**src/rtl/seg_anim_pkg.sv**
```systemverilog
// Shared types and constants for the scrolling 7-segment animator.
// Segment bit order is a..g on bits 0..6, with 1 meaning lit.
package seg_anim_pkg;

    // Animation controller states
    typedef enum logic [1:0] {
        IDLE  = 2'd0,
        BUILD = 2'd1,
        HOLD  = 2'd2
    } anim_state_t;

    // Segment bit positions inside a character
    typedef enum logic [2:0] {
        SEG_A = 3'd0,
        SEG_B = 3'd1,
        SEG_C = 3'd2,
        SEG_D = 3'd3,
        SEG_E = 3'd4,
        SEG_F = 3'd5,
        SEG_G = 3'd6
    } seg_bit_t;

    localparam int         SEG_COUNT = 7;
    localparam logic [6:0] SEG_BLANK = 7'h00;

    // The reveal ends on the tick that exposes the last segment
    localparam logic [2:0] LAST_STEP = SEG_G;

    // Mask exposing segments a..(a+step); equal to (2 << step) - 1
    function automatic logic [SEG_COUNT-1:0] sweep_mask(input logic [2:0] step);
        logic [SEG_COUNT-1:0] mask;
        mask = SEG_BLANK;
        for (int b = 0; b < SEG_COUNT; b++) begin
            mask[b] = (b <= int'(step));
        end
        return mask;
    endfunction

endpackage

```
**src/rtl/seg_char_fifo.sv**
```systemverilog
// Character FIFO for the scroll animator. Power-of-two depth, registered
// occupancy count, combinational head read so the controller can shift
// the popped character into the display on the same tick edge.
// Pushes against a full FIFO are dropped and latch a sticky overflow flag.
module seg_char_fifo #(
    parameter int DEPTH = 8,
    parameter int WIDTH = 7
) (
    input  logic             clk,
    input  logic             rst_n,
    input  logic             push_req,
    input  logic [WIDTH-1:0] push_data,
    input  logic             pop_req,
    output logic [WIDTH-1:0] head_data,
    output logic             full,
    output logic             empty,
    output logic             overflow
);

    localparam int PTR_W = (DEPTH > 1) ? $clog2(DEPTH) : 1;
    localparam int CNT_W = $clog2(DEPTH + 1);
    localparam logic [CNT_W-1:0] CNT_FULL = CNT_W'(DEPTH);

    logic [WIDTH-1:0] mem_reg [DEPTH];
    logic [PTR_W-1:0] wr_ptr_reg;
    logic [PTR_W-1:0] rd_ptr_reg;
    logic [CNT_W-1:0] count_reg;
    logic [CNT_W-1:0] count_next;
    logic             overflow_reg;
    logic             push_ok;
    logic             pop_ok;

    assign full      = (count_reg == CNT_FULL);
    assign empty     = (count_reg == '0);
    assign push_ok   = push_req && !full;
    assign pop_ok    = pop_req && !empty;
    assign head_data = mem_reg[rd_ptr_reg];
    assign overflow  = overflow_reg;

    // Occupancy: simultaneous push and pop leave the count unchanged
    always_comb begin
        count_next = count_reg;
        if (push_ok && !pop_ok) begin
            count_next = count_reg + 1'b1;
        end else if (!push_ok && pop_ok) begin
            count_next = count_reg - 1'b1;
        end
    end

    // Pointers, count and sticky overflow
    always_ff @(posedge clk) begin
        if (!rst_n) begin
            wr_ptr_reg   <= '0;
            rd_ptr_reg   <= '0;
            count_reg    <= '0;
            overflow_reg <= 1'b0;
        end else begin
            if (push_ok) begin
                wr_ptr_reg <= wr_ptr_reg + 1'b1;
            end
            if (pop_ok) begin
                rd_ptr_reg <= rd_ptr_reg + 1'b1;
            end
            count_reg <= count_next;
            if (push_req && full) begin
                overflow_reg <= 1'b1;
            end
        end
    end

    // Storage array; contents need no reset since reads are gated by count
    always_ff @(posedge clk) begin
        if (push_ok) begin
            mem_reg[wr_ptr_reg] <= push_data;
        end
    end

endmodule

```
**src/rtl/seg_scroll_animator.sv**
```systemverilog
// Multi-digit scrolling 7-segment animator.
// Characters from the FIFO scroll in at digit 0 on an animation tick; the
// digit registers are scanned onto a shared segment bus with a one-hot
// digit select.
// Build option: define SEG_SCROLL_SWEEP_EN to reveal each new character one
// segment per tick (BUILD state). Without it the character appears whole
// on the pop tick and goes straight to HOLD.
module seg_scroll_animator
    import seg_anim_pkg::*;
#(
    parameter int NUM_DIGITS = 4,
    parameter int FIFO_DEPTH = 8,
    parameter int TICK_DIV   = 200000,
    parameter int HOLD_TICKS = 2,
    parameter int MUX_DIV    = 1000
) (
    input  logic                  clk,
    input  logic                  rst_n,
    input  logic                  ena,
    input  logic                  char_valid,
    input  logic [6:0]            char_data,
    output logic                  char_ready,
    output logic [6:0]            seg_out,
    output logic [NUM_DIGITS-1:0] dig_sel,
    output logic                  busy,
    output logic                  overflow
);

    localparam int TICK_W = $clog2(TICK_DIV);
    localparam int SCAN_W = (MUX_DIV > 1) ? $clog2(MUX_DIV) : 1;
    localparam int IDX_W  = $clog2(NUM_DIGITS);
    localparam int HOLD_W = (HOLD_TICKS > 1) ? $clog2(HOLD_TICKS) : 1;

    localparam logic [TICK_W-1:0]     TICK_LAST    = TICK_W'(TICK_DIV - 1);
    localparam logic [SCAN_W-1:0]     SCAN_LAST    = SCAN_W'(MUX_DIV - 1);
    localparam logic [IDX_W-1:0]      IDX_LAST     = IDX_W'(NUM_DIGITS - 1);
    localparam logic [HOLD_W-1:0]     HOLD_LAST    = HOLD_W'((HOLD_TICKS > 0) ? HOLD_TICKS - 1 : 0);
    localparam logic [NUM_DIGITS-1:0] ONE_HOT_BASE = NUM_DIGITS'(1);

    // FIFO interface
    logic                 fifo_full;
    logic                 fifo_empty;
    logic [SEG_COUNT-1:0] fifo_head;

    // Tick divider
    logic [TICK_W-1:0] tick_cnt_reg;
    logic              tick;

    // Controller
    anim_state_t       state_reg;
    logic [HOLD_W-1:0] hold_cnt_reg;
`ifdef SEG_SCROLL_SWEEP_EN
    logic [SEG_COUNT-1:0] cur_reg;
    logic [2:0]           step_reg;
`endif

    // Digit shift register
    logic [SEG_COUNT-1:0] digit_reg  [NUM_DIGITS];
    logic [SEG_COUNT-1:0] digit_next [NUM_DIGITS];
    logic                 digit_shift;
    logic                 digit0_we;
    logic [SEG_COUNT-1:0] digit0_val;

    // Scan mux
    logic [SCAN_W-1:0]     scan_cnt_reg;
    logic [IDX_W-1:0]      idx_reg;
    logic [SEG_COUNT-1:0]  seg_out_reg;
    logic [NUM_DIGITS-1:0] dig_sel_reg;

    seg_char_fifo #(
        .DEPTH (FIFO_DEPTH),
        .WIDTH (SEG_COUNT)
    ) u_fifo (
        .clk       (clk),
        .rst_n     (rst_n),
        .push_req  (char_valid),
        .push_data (char_data),
        .pop_req   (digit_shift),
        .head_data (fifo_head),
        .full      (fifo_full),
        .empty     (fifo_empty),
        .overflow  (overflow)
    );

    assign char_ready = !fifo_full;
    assign busy       = (state_reg != IDLE) || !fifo_empty;
    assign seg_out    = seg_out_reg;
    assign dig_sel    = dig_sel_reg;

    // One-cycle tick at the last count of each divider period
    assign tick = ena && (tick_cnt_reg == TICK_LAST);

    // A character is popped and the display scrolls on an idle tick
    assign digit_shift = tick && (state_reg == IDLE) && !fifo_empty;

    // Tick divider: counts only while enabled
    always_ff @(posedge clk) begin
        if (!rst_n) begin
            tick_cnt_reg <= '0;
        end else if (ena) begin
            if (tick_cnt_reg == TICK_LAST) begin
                tick_cnt_reg <= '0;
            end else begin
                tick_cnt_reg <= tick_cnt_reg + 1'b1;
            end
        end
    end

    // Animation FSM: pop, optional segment reveal, then hold
    always_ff @(posedge clk) begin
        if (!rst_n) begin
            state_reg    <= IDLE;
            hold_cnt_reg <= '0;
`ifdef SEG_SCROLL_SWEEP_EN
            cur_reg      <= SEG_BLANK;
            step_reg     <= '0;
`endif
        end else if (tick) begin
            case (state_reg)
                IDLE: begin
                    if (!fifo_empty) begin
`ifdef SEG_SCROLL_SWEEP_EN
                        cur_reg   <= fifo_head;
                        step_reg  <= '0;
                        state_reg <= BUILD;
`else
                        hold_cnt_reg <= '0;
                        state_reg    <= (HOLD_TICKS == 0) ? IDLE : HOLD;
`endif
                    end
                end
`ifdef SEG_SCROLL_SWEEP_EN
                BUILD: begin
                    step_reg <= step_reg + 3'd1;
                    if (step_reg == LAST_STEP) begin
                        hold_cnt_reg <= '0;
                        state_reg    <= (HOLD_TICKS == 0) ? IDLE : HOLD;
                    end
                end
`endif
                HOLD: begin
                    if (hold_cnt_reg == HOLD_LAST) begin
                        state_reg <= IDLE;
                    end else begin
                        hold_cnt_reg <= hold_cnt_reg + 1'b1;
                    end
                end
                default: begin
                    state_reg <= IDLE;
                end
            endcase
        end
    end

    // Digit 0 write source: blank on a scroll, then the partial reveal
    always_comb begin
        digit0_we  = digit_shift;
        digit0_val = SEG_BLANK;
`ifdef SEG_SCROLL_SWEEP_EN
        if (tick && (state_reg == BUILD)) begin
            digit0_we  = 1'b1;
            digit0_val = cur_reg & sweep_mask(step_reg);
        end
`else
        digit0_val = fifo_head;
`endif
    end

    // Next value per digit: digit 0 takes new data, others take their neighbour
    genvar gi;
    generate
        for (gi = 0; gi < NUM_DIGITS; gi++) begin : g_digit
            if (gi == 0) begin : g_head
                assign digit_next[gi] = digit0_we ? digit0_val : digit_reg[gi];
            end else begin : g_tail
                assign digit_next[gi] = digit_shift ? digit_reg[gi-1] : digit_reg[gi];
            end
        end
    endgenerate

    // Digit registers; the oldest character falls off the top digit
    always_ff @(posedge clk) begin
        for (int i = 0; i < NUM_DIGITS; i++) begin
            if (!rst_n) begin
                digit_reg[i] <= SEG_BLANK;
            end else begin
                digit_reg[i] <= digit_next[i];
            end
        end
    end

    // Scan divider and digit index
    always_ff @(posedge clk) begin
        if (!rst_n) begin
            scan_cnt_reg <= '0;
            idx_reg      <= '0;
        end else if (ena) begin
            if (scan_cnt_reg == SCAN_LAST) begin
                scan_cnt_reg <= '0;
                idx_reg      <= (idx_reg == IDX_LAST) ? '0 : idx_reg + 1'b1;
            end else begin
                scan_cnt_reg <= scan_cnt_reg + 1'b1;
            end
        end
    end

    // Registered scan outputs; display is dark while frozen
    always_ff @(posedge clk) begin
        if (!rst_n) begin
            seg_out_reg <= SEG_BLANK;
            dig_sel_reg <= '0;
        end else if (ena) begin
            seg_out_reg <= digit_reg[idx_reg];
            dig_sel_reg <= ONE_HOT_BASE << idx_reg;
        end else begin
            seg_out_reg <= SEG_BLANK;
            dig_sel_reg <= '0;
        end
    end

endmodule

```
**config.mk**
```make
export PLATFORM = sky130hd
export DESIGN_NAME = seg_scroll_animator
export DESIGN_NICKNAME = d
export VERILOG_FILES = /design/src/rtl/seg_anim_pkg.sv /design/src/rtl/seg_char_fifo.sv /design/src/rtl/seg_scroll_animator.sv
export SDC_FILE = /design/constraint.sdc
export NUM_CORES = 1
export LEC_CHECK = 0
export BUFFER_PORTS_ARGS = -buffer_cell sky130_fd_sc_hd__buf_4
export CORE_MARGIN = 10
export CORE_UTILIZATION = 42
export DETAILED_ROUTE_END_ITERATION = 8
export HOLD_SLACK_MARGIN = 0.15
export SETUP_SLACK_MARGIN = 0.02
export SLEW_MARGIN = 20
export SYNTH_ARGS = -nofsm -noshare
export SYNTH_HDL_FRONTEND = slang
export SYNTH_SLANG_ARGS = --single-unit
```
**constraint.sdc**
```tcl
create_clock -name clk -period 3.1 [get_ports clk]
set_input_delay 0.31 -clock clk [delete_from_list [all_inputs] [get_ports clk]]
set_output_delay 0.31 -clock clk [all_outputs]
set_load 0.01 [all_outputs]
```
Word-level counts from Yosys, hierarchy flattened --
Memories as Yosys holds them, arrays and structs flattened. A register that Yosys moved wholly into a read port is not among the register bits. Index checks and enable logic that the tools add are counted.
Cells by class: bitwise logic cells 4, eq/ne operators 8, shift-type cells 1, add/subtract/negate cells 8, multiplexer cells 25, reduce and logical (&&, ||, !) cells 24
Operators by type and width (count):
- 7-bit 2-to-1 mux | 8
- 18-bit by 1-bit adder with 18-bit output (second input constant) | 1
- 18-bit == test (second input constant) | 1
- 18-bit 2-to-1 mux | 1
- 10-bit by 1-bit adder with 10-bit output (second input constant) | 1
- 10-bit == test (second input constant) | 1
- 10-bit 2-to-1 mux | 1
- 1-bit logical AND | 8
- 4-bit 2-to-1 mux | 2
- 3-bit by 1-bit adder with 3-bit output (second input constant) | 2
- 1-bit 2-to-1 mux | 6
- 2-bit 2-to-1 mux | 3
- 3-bit 2-to-1 mux | 2
- 2-bit AND reduction | 3
- 3-bit AND reduction | 2
- 2-bit nonzero test | 3
- 1-bit zero test | 5
- 4-bit by 1-bit adder with 4-bit output (second input constant) | 1
- 2-bit == test (second input constant) | 2
- 4-bit == test (second input constant) | 1
- 4-bit zero test | 1
- 2-bit inequality test (second input constant) | 2
- 1-bit bitwise OR | 4
- 2-bit case mux with 2 select lines | 1
- other kinds (8) | 8
Storage, ports and cells: bits in writable memories 84, memories 2, flip-flop bits (word level) 48, output and inout port bits 14, bits of input ports 11
Memory list:
- u_fifo.mem_reg | words 8, bits a word 7, read ports 1, clocked after Yosys merged registers in 1, wr ports 1, RTL line seg_char_fifo.sv:24 | logic [WIDTH-1:0] mem_reg [DEPTH];
- digit_reg | words 4, bits a word 7, read ports 4, clocked after Yosys merged registers in 1, wr ports 4, RTL line seg_scroll_animator.sv:58 | logic [SEG_COUNT-1:0] digit_reg [NUM_DIGITS];

Depth between registers and ports, before layout --
depth after elaboration 8, mapped depth 13

Cells and area by module --
A second synthesis with hierarchy kept.
Second synthesis, totals: cell total of the unflattened synthesis 457, area total of the unflattened synthesis 5845.6 sq um
Modules (own cells, without submodules):
- seg_scroll_animator | cells an instance 300, instances 1, area an instance 2956.6 sq um, seq. area each 1491.4 sq um
- seg_char_fifo | cells an instance 157, instances 1, area an instance 2889.0 sq um, seq. area each 1961.9 sq um

Worst setup path before layout --
OpenSTA, ideal clock, no wires.
path type register -> register, start point reg u_fifo.count_reg[0], end point reg u_fifo.count_reg[3], arrival 2.604 ns, setup time 0.072 ns, path slack 0.424 ns, clock period less this slack 2.676 ns, required time 3.028 ns, cell stages (with the launch flop) 12, path through dfxtp_1 or4b_2 clkbuf_1 nand2_1 inv_1 ha_1 inv_1 ha_1 a21o_1 a21oi_1 mux2i_1 mux2i_1
Between the ends: elaborated cells on any way between the ends 16, those cells by class add/sub (2); eq/ne (1); mux (2); reduce/logical (11)
RTL lines:
- start: declaration | RTL line seg_char_fifo.sv:27 | logic [CNT_W-1:0] count_reg;
- start signal: assignment | RTL line seg_char_fifo.sv:64 | count_reg <= count_next;
- 4-bit == test * | RTL line seg_char_fifo.sv:33 | assign full = (count_reg == CNT_FULL);
- 1-bit zero test *
- via char_ready | RTL line seg_scroll_animator.sv:22 | output logic char_ready,
- 1-bit logical AND * | RTL line seg_char_fifo.sv:35 | assign push_ok = push_req && !full;
- via u_fifo.push_ok | RTL line seg_char_fifo.sv:30 | logic push_ok;
- 1-bit zero test | RTL line seg_char_fifo.sv:45 | end else if (!push_ok && pop_ok) begin
- 1-bit logical AND | RTL line seg_char_fifo.sv:45
- 2-bit nonzero test (no source line)
Mark *: on every way through the listed nets, which the timed path passes. The rest lies on a longest branch. The select of a mux whose other input is x is not followed. A chain may end at the register's enable or synchronous reset.

Worst setup path in the final report --
start point reg u_fifo.count_reg[0], end point reg u_fifo.count_reg[3]
Between the ends: elaborated cells on any way between the ends 16, those cells by class add/sub (2); eq/ne (1); mux (2); reduce/logical (11)
RTL lines (RTL line):
- 4-bit == test * | seg_char_fifo.sv:33
- 1-bit zero test * | seg_char_fifo.sv:35
- 1-bit logical AND * | seg_char_fifo.sv:35
- via u_fifo.push_ok | seg_char_fifo.sv:30
- 1-bit zero test | seg_char_fifo.sv:45
- 1-bit logical AND | seg_char_fifo.sv:45
- 2-bit nonzero test (no source line)
Marked as above.

==> impl_results.md <==
* Outcome: complete, no violations
* Crit path buffers/inverters at 2
* Max-Cap Viols at 0
* Post-synth top area cell: edfxtp_1
* Drt pass-1 iters at 5
* Vias at 3687
* Detail Placement HPWL at 7220 um
* Post-layout nets at 526
* Fin util at 0.504
* First-pass GRT wire length at 18400 um
* Area delta synth->final at 16.9%
* Rows at 42
* Worst-path maximum fanout at 6
* Synth warn at 0
* Die Area at 0.0187 sq mm
* Ant. Diodes at 0
* Clk_lat worst skew at 0.42 ns
* Die height at 137 um
* Filler Cells Inserted at 1146
* LEAKAGE at 2.33 nW
* Fmax at 358 MHz
* Crit end category: register
* P_int at 0.00331 W
* Crit path required time at 3.44 ns
* PwrDens at 638 mW/mm^2
* Switching power at 0.000960 W
* GPL Wtd Cong at 0.780
* Power share of the clock group at 0.457
* Initial core utilization at 0.431
* Startpoint types: register
* M1 wire length at 5190 um
* Switching fraction of total power at 0.224
* Hold Vio Cnt, Final at 0
* Delay-heaviest family, CP: simple AND/OR/NAND/NOR gates
* Seq/Total Area, Yosys at 0.603
* Congestion Overflow GR at 0
* #FFs+latches synth at 141
* VDD IR max at 0.000503 V
* CTS Root Cell: clkbuf_16
* Main area contributors after synthesis: edfxtp_1, dfxtp_1, mux4_2
* Critical-path cell list: or4b_2 > nand2_1 > inv_1 > ha_1 > inv_1 > ha_1 > a21o_1 > a21oi_1 > mux2i_1 > mux2i_1
* Worst-Margin Slew at 0.753 ns
* Fin area at 0.00670 sq mm
* Synthesized net count at 496
* DRT iter0 DRCs at 314
* R2R Setup Slk at 0.31 ns
* Met3 WL at 548 um
* Mapped Cells at 476
* Fin. max-slew vios at 0
* WL final at 10900 um
* Slew Limit Headroom at 0.498
* WL met2 at 5070 um
* DR top layer: met4
* Number of library cell types mapped by synthesis at 49
* Minimum clock period at 2.79 ns
* CTS resizes at 0
* CTS H-tree lvls at 4
* Drc violations at 0
* Clock Skews at 0.00931 ns
* Input/output buffers at 24
* Max stage delay on crit path at 0.78 ns
* # setup viols final at 0
* Initial antenna violation count at 0
* Routed Antenna Nets at 0
* Sequential power share at 0.478
* Vias per cell at 5.31
* Layout cell share with drive strength beyond 1 at 0.171
* Worst Hold Class: in -> reg
* Die W at 137 um
* WL/cell at 15.7 um
* Max reg flops at 56
* Total GRT Usage at 0.125
* Setup bufs post-CTS at 0
* Critical path type: reg -> reg
* # IOs at 25
* DP Area at 0.00605 sq mm
* Synthesized area at 0.00573 sq mm
* Synth Flop Type: dfxtp_1
* Comb pwr share at 0.065
* Async SR Flop Fraction at 0
* Largest net degree at the start of global routing at 38
* Power Total at 0.00427 W
* Post-synth top area share at 0.330
* Cts-stage hold buffer count at 7
* Clock transition at path regs at 0.06 ns
* CTS Buffer Depth at 2
* Core box area at 0.0133 sq mm
* Number of global-route vias before repair at 3640
* EDFF count, synth at 63
* CTS tree: yes
* CP arrival at 3.14 ns
* Final setup TNS at 0 ns
* CP max-delay cell: or4b_2
* # clock sinks at 141
* Syn Area/Cell at 12.0 sq um
* Num CTS Buffers at 17
* Final Cycle Share at 0.901
* RSZ-0062 raised after global routing: false
==> worst reg2reg max path, cell delays in order, from the launching register on <==
cell     delay, ns
dfxtp_1       0.36
or4b_2        0.78
nand2_1       0.17
inv_1         0.06
ha_1          0.19
inv_1         0.14
ha_1          0.26
a21o_1        0.17
a21oi_1       0.17
mux2i_1       0.23
mux2i_1       0.19
==> layer usage <==
layer,track usage,vias up
li1,-,1823
met1,0.158,1795
met2,0.190,61
met3,0.0495,8
met4,0.0404,0
met5,0,-
==> placed cells by master (no fill, tap or decap), types with 2 or more instances in the layout <==
cell type,n
dfxtp_1,78
edfxtp_1,63
nor2_1,43
a21oi_1,36
buf_4,31
nand3_1,25
nand2_1,24
o21ai_0,21
clkbuf_16,17
a22oi_1,14
mux4_2,14
mux2i_1,13
xnor2_1,12
xor2_1,11
and3_1,10
nand4_1,9
inv_1,8
ha_1,8
a211oi_1,7
dlygate4sd3_1,7
nor3_1,6
or3_1,6
and4_1,5
clkinv_4,5
or4_1,4
nand2b_1,4
o31ai_1,3
clkinvlp_4,3
and2_1,2
or2_2,2
nor3_2,2
nor3b_2,2
a31oi_1,2
bufinv_16,2
clkbuf_1,2
==> final cells by class <==
cell class,count,area [sq um],share of cell area
clock buffers,19,433,0.0646
clock inverters,13,144,0.0215
inverters,9,33.8,0.00504
multi-input cells,299,2110,0.315
flip-flops and latches,141,3450,0.516
well taps,176,220,0.0329
repair buffers,38,303,0.0452
==> synth_stat cells (2+ instances only) <==
cell       n
dfxtp_1   78
edfxtp_1  63
nor2_1    43
a21oi_1   36
nand3_1   25
nand2_1   24
o21ai_0   21
a22oi_1   14
mux4_2    14
mux2i_1   13
xnor2_1   12
clkbuf_1  11
xor2_1    11
and3_1    10
buf_2      9
nand4_1    9
ha_1       8
inv_1      8
a211oi_1   7
nor3_1     7
or3_1      6
and4_1     5
nand2b_1   4
or4_1      4
o31ai_1    3
a31oi_1    2
and2_1     2
buf_1      2
buf_4      2
buf_6      2
nor3b_2    2
or2_2      2
==> through the flow <==
step | worst slack, ns | cells | hold WS (ns)
after floorplan | 0.424 | 476 | 0.409
after global placement | 0.434 | 656 | 0.446
after detailed placement | 0.338 | 656 | 0.446
after CTS | 0.306 | 695 | 0.200
after global routing | 0.120 | 695 | 0.214
final | 0.307 | 695 | 0.217
==> power by group through the flow <==
| stage | clock network [W] | logic (W) | registers, W |
|---|---|---|---|
| 4_1_cts | 0.00199 | 0.000284 | 0.00204 |
| 6_report | 0.00196 | 0.000278 | 0.00204 |
| 3_3_place_gp | 0 | 0.000262 | 0.00207 |
| 3_5_place_dp | 0 | 0.000276 | 0.00208 |
| 5_1_grt | 0.00209 | 0.000312 | 0.00205 |
| 2_1_floorplan | 0 | 0.000181 | 0.00207 |
==> final timing paths <==
path,startpoint,depth (start not counted),endpoint
worst max-delay path,u_fifo.count_reg[0],10,u_fifo.count_reg[3]
worst min-delay path,char_valid,3,u_fifo.wr_ptr_reg[1]
worst max register to register,u_fifo.count_reg[0],10,u_fifo.count_reg[3]
worst min register to register,digit_reg[3][1],2,seg_out[1]
==> kinds of logic after synthesis <==
family,synth area share
muxes,0.0777
adders and majority gates,0.0210
DFF,0.603
and+or+nand+nor,0.146
xor gates and xnor gates,0.0352
buffers and inverters,0.0297
AOI/OAI and AO/OA,0.0876
Note: power is estimated with default switching activity, not from simulation.
